==> src/rtl/sdram_pattern_tester.sv <==
// SDRAM pattern tester: writes a pattern across an address range,
// reads it back one word at a time and reports mismatches.
module sdram_pattern_tester #(
    parameter int ADDR_W  = 23,
    parameter int DATA_W  = 32,
    parameter int ERR_W   = 16,
    parameter int TIMEOUT = 1024
) (
    input  logic                clk100,
    input  logic                rst_p,
    input  logic                start,
    input  logic [1:0]          mode,
    input  logic                stop_on_fail,
    input  logic [ADDR_W-1:0]   addr_lo,
    input  logic [ADDR_W-1:0]   addr_hi,
    input  logic                cmd_ready,
    output logic                cmd_enable,
    output logic                cmd_wr,
    output logic [ADDR_W-1:0]   cmd_address,
    output logic [DATA_W-1:0]   cmd_data_in,
    output logic [DATA_W/8-1:0] cmd_byte_enable,
    input  logic [DATA_W-1:0]   rd_data,
    input  logic                rd_valid,
    output logic                busy,
    output logic                done,
    output logic                fail,
    output logic                bad_cfg,
    output logic                timeout,
    output logic [ERR_W-1:0]    err_count,
    output logic [ADDR_W-1:0]   fail_addr,
    output logic [DATA_W-1:0]   fail_data
);
    localparam int TW = $clog2(TIMEOUT + 1);

    typedef enum logic [2:0] {
        IDLE, WR_ISSUE, RD_ISSUE, RD_WAIT, DONE, FAIL
    } state_t;

    state_t state_q, state_d;
    logic [ADDR_W-1:0] addr_q, addr_d, lo_q, lo_d, hi_q, hi_d;
    logic [1:0] mode_q, mode_d;
    logic sof_q, sof_d;
    logic cmd_en_q, cmd_en_d, cmd_wr_q, cmd_wr_d;
    logic [DATA_W-1:0] cmd_data_q, cmd_data_d;
    logic [ERR_W-1:0] err_q, err_d;
    logic [ADDR_W-1:0] fail_addr_q, fail_addr_d;
    logic [DATA_W-1:0] fail_data_q, fail_data_d;
    logic timeout_q, timeout_d, bad_cfg_q, bad_cfg_d;
    logic [TW-1:0] tcnt_q, tcnt_d;
    logic mism;

    function automatic logic [DATA_W-1:0] pat(
        input logic [1:0]        m,
        input logic [ADDR_W-1:0] lo,
        input logic [ADDR_W-1:0] a
    );
        logic [ADDR_W-1:0] o;
        logic [DATA_W-1:0] r;
        o = a - lo;
        case (m)
            2'd0:    r = DATA_W'(o);
            2'd1:    r = DATA_W'(a);
            2'd2:    r = DATA_W'(1) << (o % ADDR_W'(DATA_W));
            default: r = ~DATA_W'(a);
        endcase
        return r;
    endfunction

    always_comb begin
        state_d     = state_q;
        addr_d      = addr_q;
        lo_d        = lo_q;
        hi_d        = hi_q;
        mode_d      = mode_q;
        sof_d       = sof_q;
        cmd_en_d    = cmd_en_q;
        cmd_wr_d    = cmd_wr_q;
        cmd_data_d  = cmd_data_q;
        err_d       = err_q;
        fail_addr_d = fail_addr_q;
        fail_data_d = fail_data_q;
        timeout_d   = timeout_q;
        bad_cfg_d   = bad_cfg_q;
        tcnt_d      = tcnt_q;
        mism        = rd_data != pat(mode_q, lo_q, addr_q);
        case (state_q)
            IDLE, DONE, FAIL: begin
                if (start) begin
                    if (addr_lo > addr_hi) begin
                        state_d   = FAIL;
                        bad_cfg_d = 1'b1;
                        timeout_d = 1'b0;
                    end else begin
                        lo_d       = addr_lo;
                        hi_d       = addr_hi;
                        mode_d     = mode;
                        sof_d      = stop_on_fail;
                        err_d      = '0;
                        timeout_d  = 1'b0;
                        bad_cfg_d  = 1'b0;
                        addr_d     = addr_lo;
                        cmd_en_d   = 1'b1;
                        cmd_wr_d   = 1'b1;
                        cmd_data_d = pat(mode, addr_lo, addr_lo);
                        state_d    = WR_ISSUE;
                    end
                end
            end
            WR_ISSUE: begin
                // enable drops for one cycle after each acceptance
                if (cmd_en_q) begin
                    if (cmd_ready) begin
                        cmd_en_d = 1'b0;
                        if (addr_q == hi_q) begin
                            addr_d  = lo_q;
                            state_d = RD_ISSUE;
                        end else begin
                            addr_d = addr_q + 1'b1;
                        end
                    end
                end else begin
                    cmd_en_d   = 1'b1;
                    cmd_data_d = pat(mode_q, lo_q, addr_q);
                end
            end
            RD_ISSUE: begin
                if (!cmd_en_q) begin
                    cmd_en_d = 1'b1;
                    cmd_wr_d = 1'b0;
                end else if (cmd_ready) begin
                    cmd_en_d = 1'b0;
                    tcnt_d   = '0;
                    state_d  = RD_WAIT;
                end
            end
            RD_WAIT: begin
                if (rd_valid) begin
                    tcnt_d = '0;
                    if (mism) begin
                        if (err_q == '0) begin
                            fail_addr_d = addr_q;
                            fail_data_d = rd_data;
                        end
                        err_d = (&err_q) ? err_q : err_q + 1'b1;
                    end
                    if (mism && sof_q) begin
                        state_d = FAIL;
                    end else if (addr_q == hi_q) begin
                        state_d = (!mism && err_q == '0) ? DONE : FAIL;
                    end else begin
                        addr_d  = addr_q + 1'b1;
                        state_d = RD_ISSUE;
                    end
                end else if (tcnt_q == TW'(TIMEOUT - 1)) begin
                    timeout_d = 1'b1;
                    state_d   = FAIL;
                end else begin
                    tcnt_d = tcnt_q + 1'b1;
                end
            end
            default: state_d = IDLE;
        endcase
    end

    always_ff @(posedge clk100 or posedge rst_p) begin
        if (rst_p) begin
            state_q     <= IDLE;
            addr_q      <= '0;
            lo_q        <= '0;
            hi_q        <= '0;
            mode_q      <= '0;
            sof_q       <= 1'b0;
            cmd_en_q    <= 1'b0;
            cmd_wr_q    <= 1'b0;
            cmd_data_q  <= '0;
            err_q       <= '0;
            fail_addr_q <= '0;
            fail_data_q <= '0;
            timeout_q   <= 1'b0;
            bad_cfg_q   <= 1'b0;
            tcnt_q      <= '0;
        end else begin
            state_q     <= state_d;
            addr_q      <= addr_d;
            lo_q        <= lo_d;
            hi_q        <= hi_d;
            mode_q      <= mode_d;
            sof_q       <= sof_d;
            cmd_en_q    <= cmd_en_d;
            cmd_wr_q    <= cmd_wr_d;
            cmd_data_q  <= cmd_data_d;
            err_q       <= err_d;
            fail_addr_q <= fail_addr_d;
            fail_data_q <= fail_data_d;
            timeout_q   <= timeout_d;
            bad_cfg_q   <= bad_cfg_d;
            tcnt_q      <= tcnt_d;
        end
    end

    assign cmd_enable      = cmd_en_q;
    assign cmd_wr          = cmd_wr_q;
    assign cmd_address     = addr_q;
    assign cmd_data_in     = cmd_data_q;
    assign cmd_byte_enable = '1;
    assign busy      = state_q inside {WR_ISSUE, RD_ISSUE, RD_WAIT};
    assign done      = state_q == DONE;
    assign fail      = state_q == FAIL;
    assign bad_cfg   = bad_cfg_q;
    assign timeout   = timeout_q;
    assign err_count = err_q;
    assign fail_addr = fail_addr_q;
    assign fail_data = fail_data_q;
endmodule

==> config.mk <==
export PLATFORM = sky130hd
export DESIGN_NAME = sdram_pattern_tester
export DESIGN_NICKNAME = d
export VERILOG_FILES = /design/src/rtl/sdram_pattern_tester.sv
export SDC_FILE = /design/constraint.sdc
export NUM_CORES = 1
export LEC_CHECK = 0
export ABC_AREA = 1
export BUFFER_PORTS_ARGS = -buffer_cell sky130_fd_sc_hd__buf_4
export CORE_MARGIN = 8
export CORE_UTILIZATION = 55
export DETAILED_ROUTE_END_ITERATION = 7
export PLACE_DENSITY = 0.8
export SETUP_SLACK_MARGIN = 0.3
export SYNTH_ARGS = -nofsm -noshare
export SYNTH_HDL_FRONTEND = slang
export SYNTH_SLANG_ARGS = --single-unit
==> constraint.sdc <==
create_clock -name clk100 -period 13.6 [get_ports clk100]
set_clock_uncertainty 0.05 [all_clocks]
set_input_delay 2.72 -clock clk100 [delete_from_list [all_inputs] [get_ports clk100]]
set_output_delay 2.72 -clock clk100 [all_outputs]
set_load 0.005 [all_outputs]
==> results.json <==
{
  "layout_min_cycle_time_ns": 5.929,
  "dp_cells": 2444,
  "yosys_most_used_dff": "dfrtp_1",
  "startpoint_type": "primary input",
  "area_growth_pct": 17.26,
  "final_antenna_net_count": 0,
  "clock_path_buffers": 2,
  "htreeDepth": 4,
  "syn_inst": 1970,
  "antenna_found_initial": 3,
  "synth_top_family_by_area": "simple AND/OR/NAND/NOR gates",
  "finalWirelength_um": 51300,
  "ir_drop_v": 0.0001393,
  "relSlewSlack": 0.1684,
  "grt_pass1_vias": 13830,
  "grt.overflow.total": 0,
  "setup_tns_ns": 0,
  "drc": 0,
  "die_w_um": 173.4,
  "tightestPinTransition_ns": 1.246,
  "endpoint_kind": "flop",
  "die_y_um": 173.4,
  "gp_congestion": 1.027,
  "synthAdderAreaFrac": 0.04646,
  "grt_use_total": 0.3315,
  "ctsHoldBuffers": 0,
  "grt_max_degree": 128,
  "status": "finished clean",
  "nNetsFinal": 2275,
  "final_cell_area_mm2": 0.01598,
  "r2r_slack_ns": 8.30,
  "final_util": 0.6570,
  "maxCapViolCount": 0,
  "postCtsSetupBuffers": 0,
  "critPathBufInv": 6,
  "postCtsResizedCells": 0,
  "path_class": "primary input to flop",
  "dieArea_mm2": 0.03007,
  "hpwl_um": 39870,
  "num_io_pins": 223,
  "r2r-start": "cmd_address[0]$_DFFE_PP0P_",
  "path_cells": "buf_4 > ha_1 > inv_1 > o31ai_1 > nand2_1 > o211ai_1 > a31oi_1 > o21ai_0 > nand2_1 > nor2_1 > inv_1 > nand2_1 > nor2_2 > buf_4 > inv_2 > nand2_2 > inv_2 > nand2_1 > nand2_1",
  "first_pass_iters": 6,
  "routedWlPerCell_um": 20.72,
  "antenna_cells": 0,
  "fmax_mhz": 168.7,
  "slew_violations": 0,
  "ys_seq_elements": 193,
  "synth_xor_area_frac": 0.02699,
  "numClockSinks": 193,
  "place_area_mm2": 0.01532,
  "cts_tree": "done",
  "hold_viol_final": 0,
  "yosysWarnings": 0,
  "holdCritStartpoint": "cmd_data_in[19]$_DFFE_PP0P_",
  "setup_violations": 0,
  "rsz0062_at_grt": "no",
  "rr_endpoint": "fail_data[18]$_DFFE_PP0P_",
  "n_fill_cell": 2225,
  "muxShareOfSynthArea": 0,
  "worst_path_most_repeated_cell": "nand2_1",
  "power_density_mw_per_mm2": 272.4,
  "cp_slowest_cell": "inv_2",
  "numCtsBuffers": 17,
  "cts-root-buf": "clkbuf_16",
  "rows": 57,
  "start_util": 0.5603,
  "insertion_delay_ns": 0.46,
  "synth_enable_flop_cells": 0,
  "arrival_ns": 6.29,
  "synth-seq-area-share": 0.3544,
  "worstPathRequired_ns": 13.96,
  "drt_iter0_markers": 1662,
  "synth_compound_area_frac": 0.1584,
  "syn_avg_cell_area_um2": 6.917,
  "synth_cell_types": 53,
  "syn-cell-area_mm2": 0.01363,
  "ys_async_sr_fraction": 1.000,
  "critPathMaxFanout": 52,
  "coreArea_mm2": 0.02432,
  "fin_crit_sh": 0.4360,
  "drive_gt1_frac": 0.1757,
  "hold_depth": 2,
  "crit_family": "buffers and inverters",
  "io_buffers": 218,
  "num_vias": 14460,
  "critPathMaxStageDelay_ns": 0.65,
  "avgViaCountPerCell": 5.841,
  "min_to": "cmd_data_in[19]$_DFFE_PP0P_",
  "finalNonFillerCells": 2476,
  "hold_class": "flop to flop",
  "clk_pin_slew_ns": 0.09,
  "synthSimpleGateAreaFrac": 0.3105,
  "p_leak_nw": 8.268,
  "grt_pass1_wl_um": 78260,
  "rr_worst_depth": 21
}
-- cell type report --
| cell class | instances | area [um2] | share of cell area |
|---|---|---|---|
| clock inverter | 15 | 235.2 | 0.01472 |
| inverter | 252 | 955.9 | 0.05982 |
| timing repair buffer | 227 | 1704 | 0.1066 |
| tap | 324 | 405.4 | 0.02537 |
| clock buffer | 17 | 425.4 | 0.02662 |
| multi-input combinational | 1448 | 7423 | 0.4646 |
| sequential | 193 | 4830 | 0.3022 |
-- flip-flops by register name (all words and copies together) (netlist names) --
signal       count
bad_cfg          1
fail_addr       23
cmd_address     23
fail_data       32
state_q          3
mode_q           2
cmd_data_in     32
lo_q            23
err_count       16
sof_q            1
timeout          1
tcnt_q          11
cmd_wr           1
hi_q            23
cmd_enable       1
-- layer usage --
metal	vias up	global-route usage	wire length, um
met5	-	0	45
met4	6	0.1818	3089
met3	189	0.08364	5688
met2	873	0.4998	22050
met1	6691	0.4300	20430
li1	6704	-	-
-- how the worst max path moves through the flow --
stage | slack (ns) | end | startpoint | cells past startpoint
floorplan | 5.57 | bad_cfg$_DFFE_PP0P_ | rst_p | 1
global placement | 7.28 | cmd_data_in[2]$_DFFE_PP0P_ | addr_hi[18] | 13
detailed placement | 7.27 | cmd_data_in[30]$_DFFE_PP0P_ | addr_hi[18] | 13
CTS | 7.72 | cmd_data_in[2]$_DFFE_PP0P_ | addr_hi[18] | 13
global route | 7.26 | err_count[14]$_DFFE_PP0P_ | addr_hi[2] | 20
finish | 7.67 | err_count[15]$_DFFE_PP0P_ | addr_lo[2] | 19
-- synth_stat cells, types with 3 or more instances --
master,instances,share of area
a21boi_0,9,0.0050
a21oi_1,77,0.028
a221oi_1,10,0.0064
a31oi_1,10,0.0046
buf_1,4,0.0011
buf_2,14,0.0051
buf_4,7,0.0039
buf_6,8,0.0066
buf_8,3,0.0033
clkbuf_1,43,0.012
dfrtp_1,193,0.35
ha_1,49,0.045
inv_1,243,0.067
inv_2,7,0.0019
nand2_1,618,0.17
nand2_2,34,0.016
nand3_1,113,0.042
nand3_2,6,0.0044
nand3b_1,8,0.0044
nand4_1,25,0.011
nor2_1,136,0.037
nor3_1,27,0.0099
nor3_2,4,0.0029
nor4_1,11,0.0051
o211ai_1,17,0.0094
o21ai_0,123,0.045
o21ai_1,32,0.012
o21ai_2,54,0.035
o22ai_1,12,0.0055
o31ai_1,3,0.0017
or2_2,3,0.0014
xnor2_1,11,0.0071
xor2_1,31,0.020
-- placed cells by master, fill, tap and decap left out, types with 7 or more instances in the layout --
cell type and instances:
o21ai_1 32, o211ai_1 17, nor2_1 134, xnor2_1 11, o21ai_0 123, nand3b_1 8
a31oi_1 10, inv_1 242, dfrtp_1 193, a21boi_0 9, a221oi_1 10, nor3_1 26
ha_1 49, clkbuf_16 17, nand2_1 618, nand2_2 34, nand3_1 113, o22ai_1 12
inv_2 7, a21oi_1 77, xor2_1 31, buf_4 227, o21ai_2 54, nor4_1 11
nand4_1 25
-- logic make-up after synthesis --
kind of cell	count (synthesis)
compound gates	357
xor+xnor	42
fa+ha+maj	50
buf+inv	332
flops	193
other cells	1
simple gates	995
-- power by group --
group          switching [mW]  total, mW  internal [mW]
logic                    1.80       2.69          0.889
clock network           0.280      0.568          0.288
registers               0.287       1.10          0.810
-- through the flow --
| stage | hold slack [ns] | setup slack [ns] | total power [mW] |
|---|---|---|---|
| after floorplan | 0.4086 | 5.574 | 2.761 |
| after global placement | 0.4100 | 7.280 | 3.665 |
| after detailed placement | 0.4111 | 7.267 | 3.710 |
| after CTS | 0.4300 | 7.723 | 4.276 |
| after global routing | 0.4628 | 7.257 | 4.650 |
| final | 0.4285 | 7.671 | 4.353 |
-- worst register-to-register path, cell delays in order (launching register included) --
cell and delay [ns]:
dfrtp_1 0.53, inv_1 0.20, ha_1 0.27, fa_1 0.41, inv_1 0.18, nand3_1 0.15, nand2_1 0.19, nand2_1 0.10
nand2_1 0.11, nand2_1 0.08, nand3b_1 0.09, nand3_1 0.22, nand2_1 0.22, nand2_1 0.10, nand2_1 0.09, nand4_1 0.10
nor3_1 0.31, nand3_2 0.22, nand3_4 0.41, buf_4 0.89, nand2_1 0.22, o21ai_2 0.10
Power figures use the tool's default switching activity.
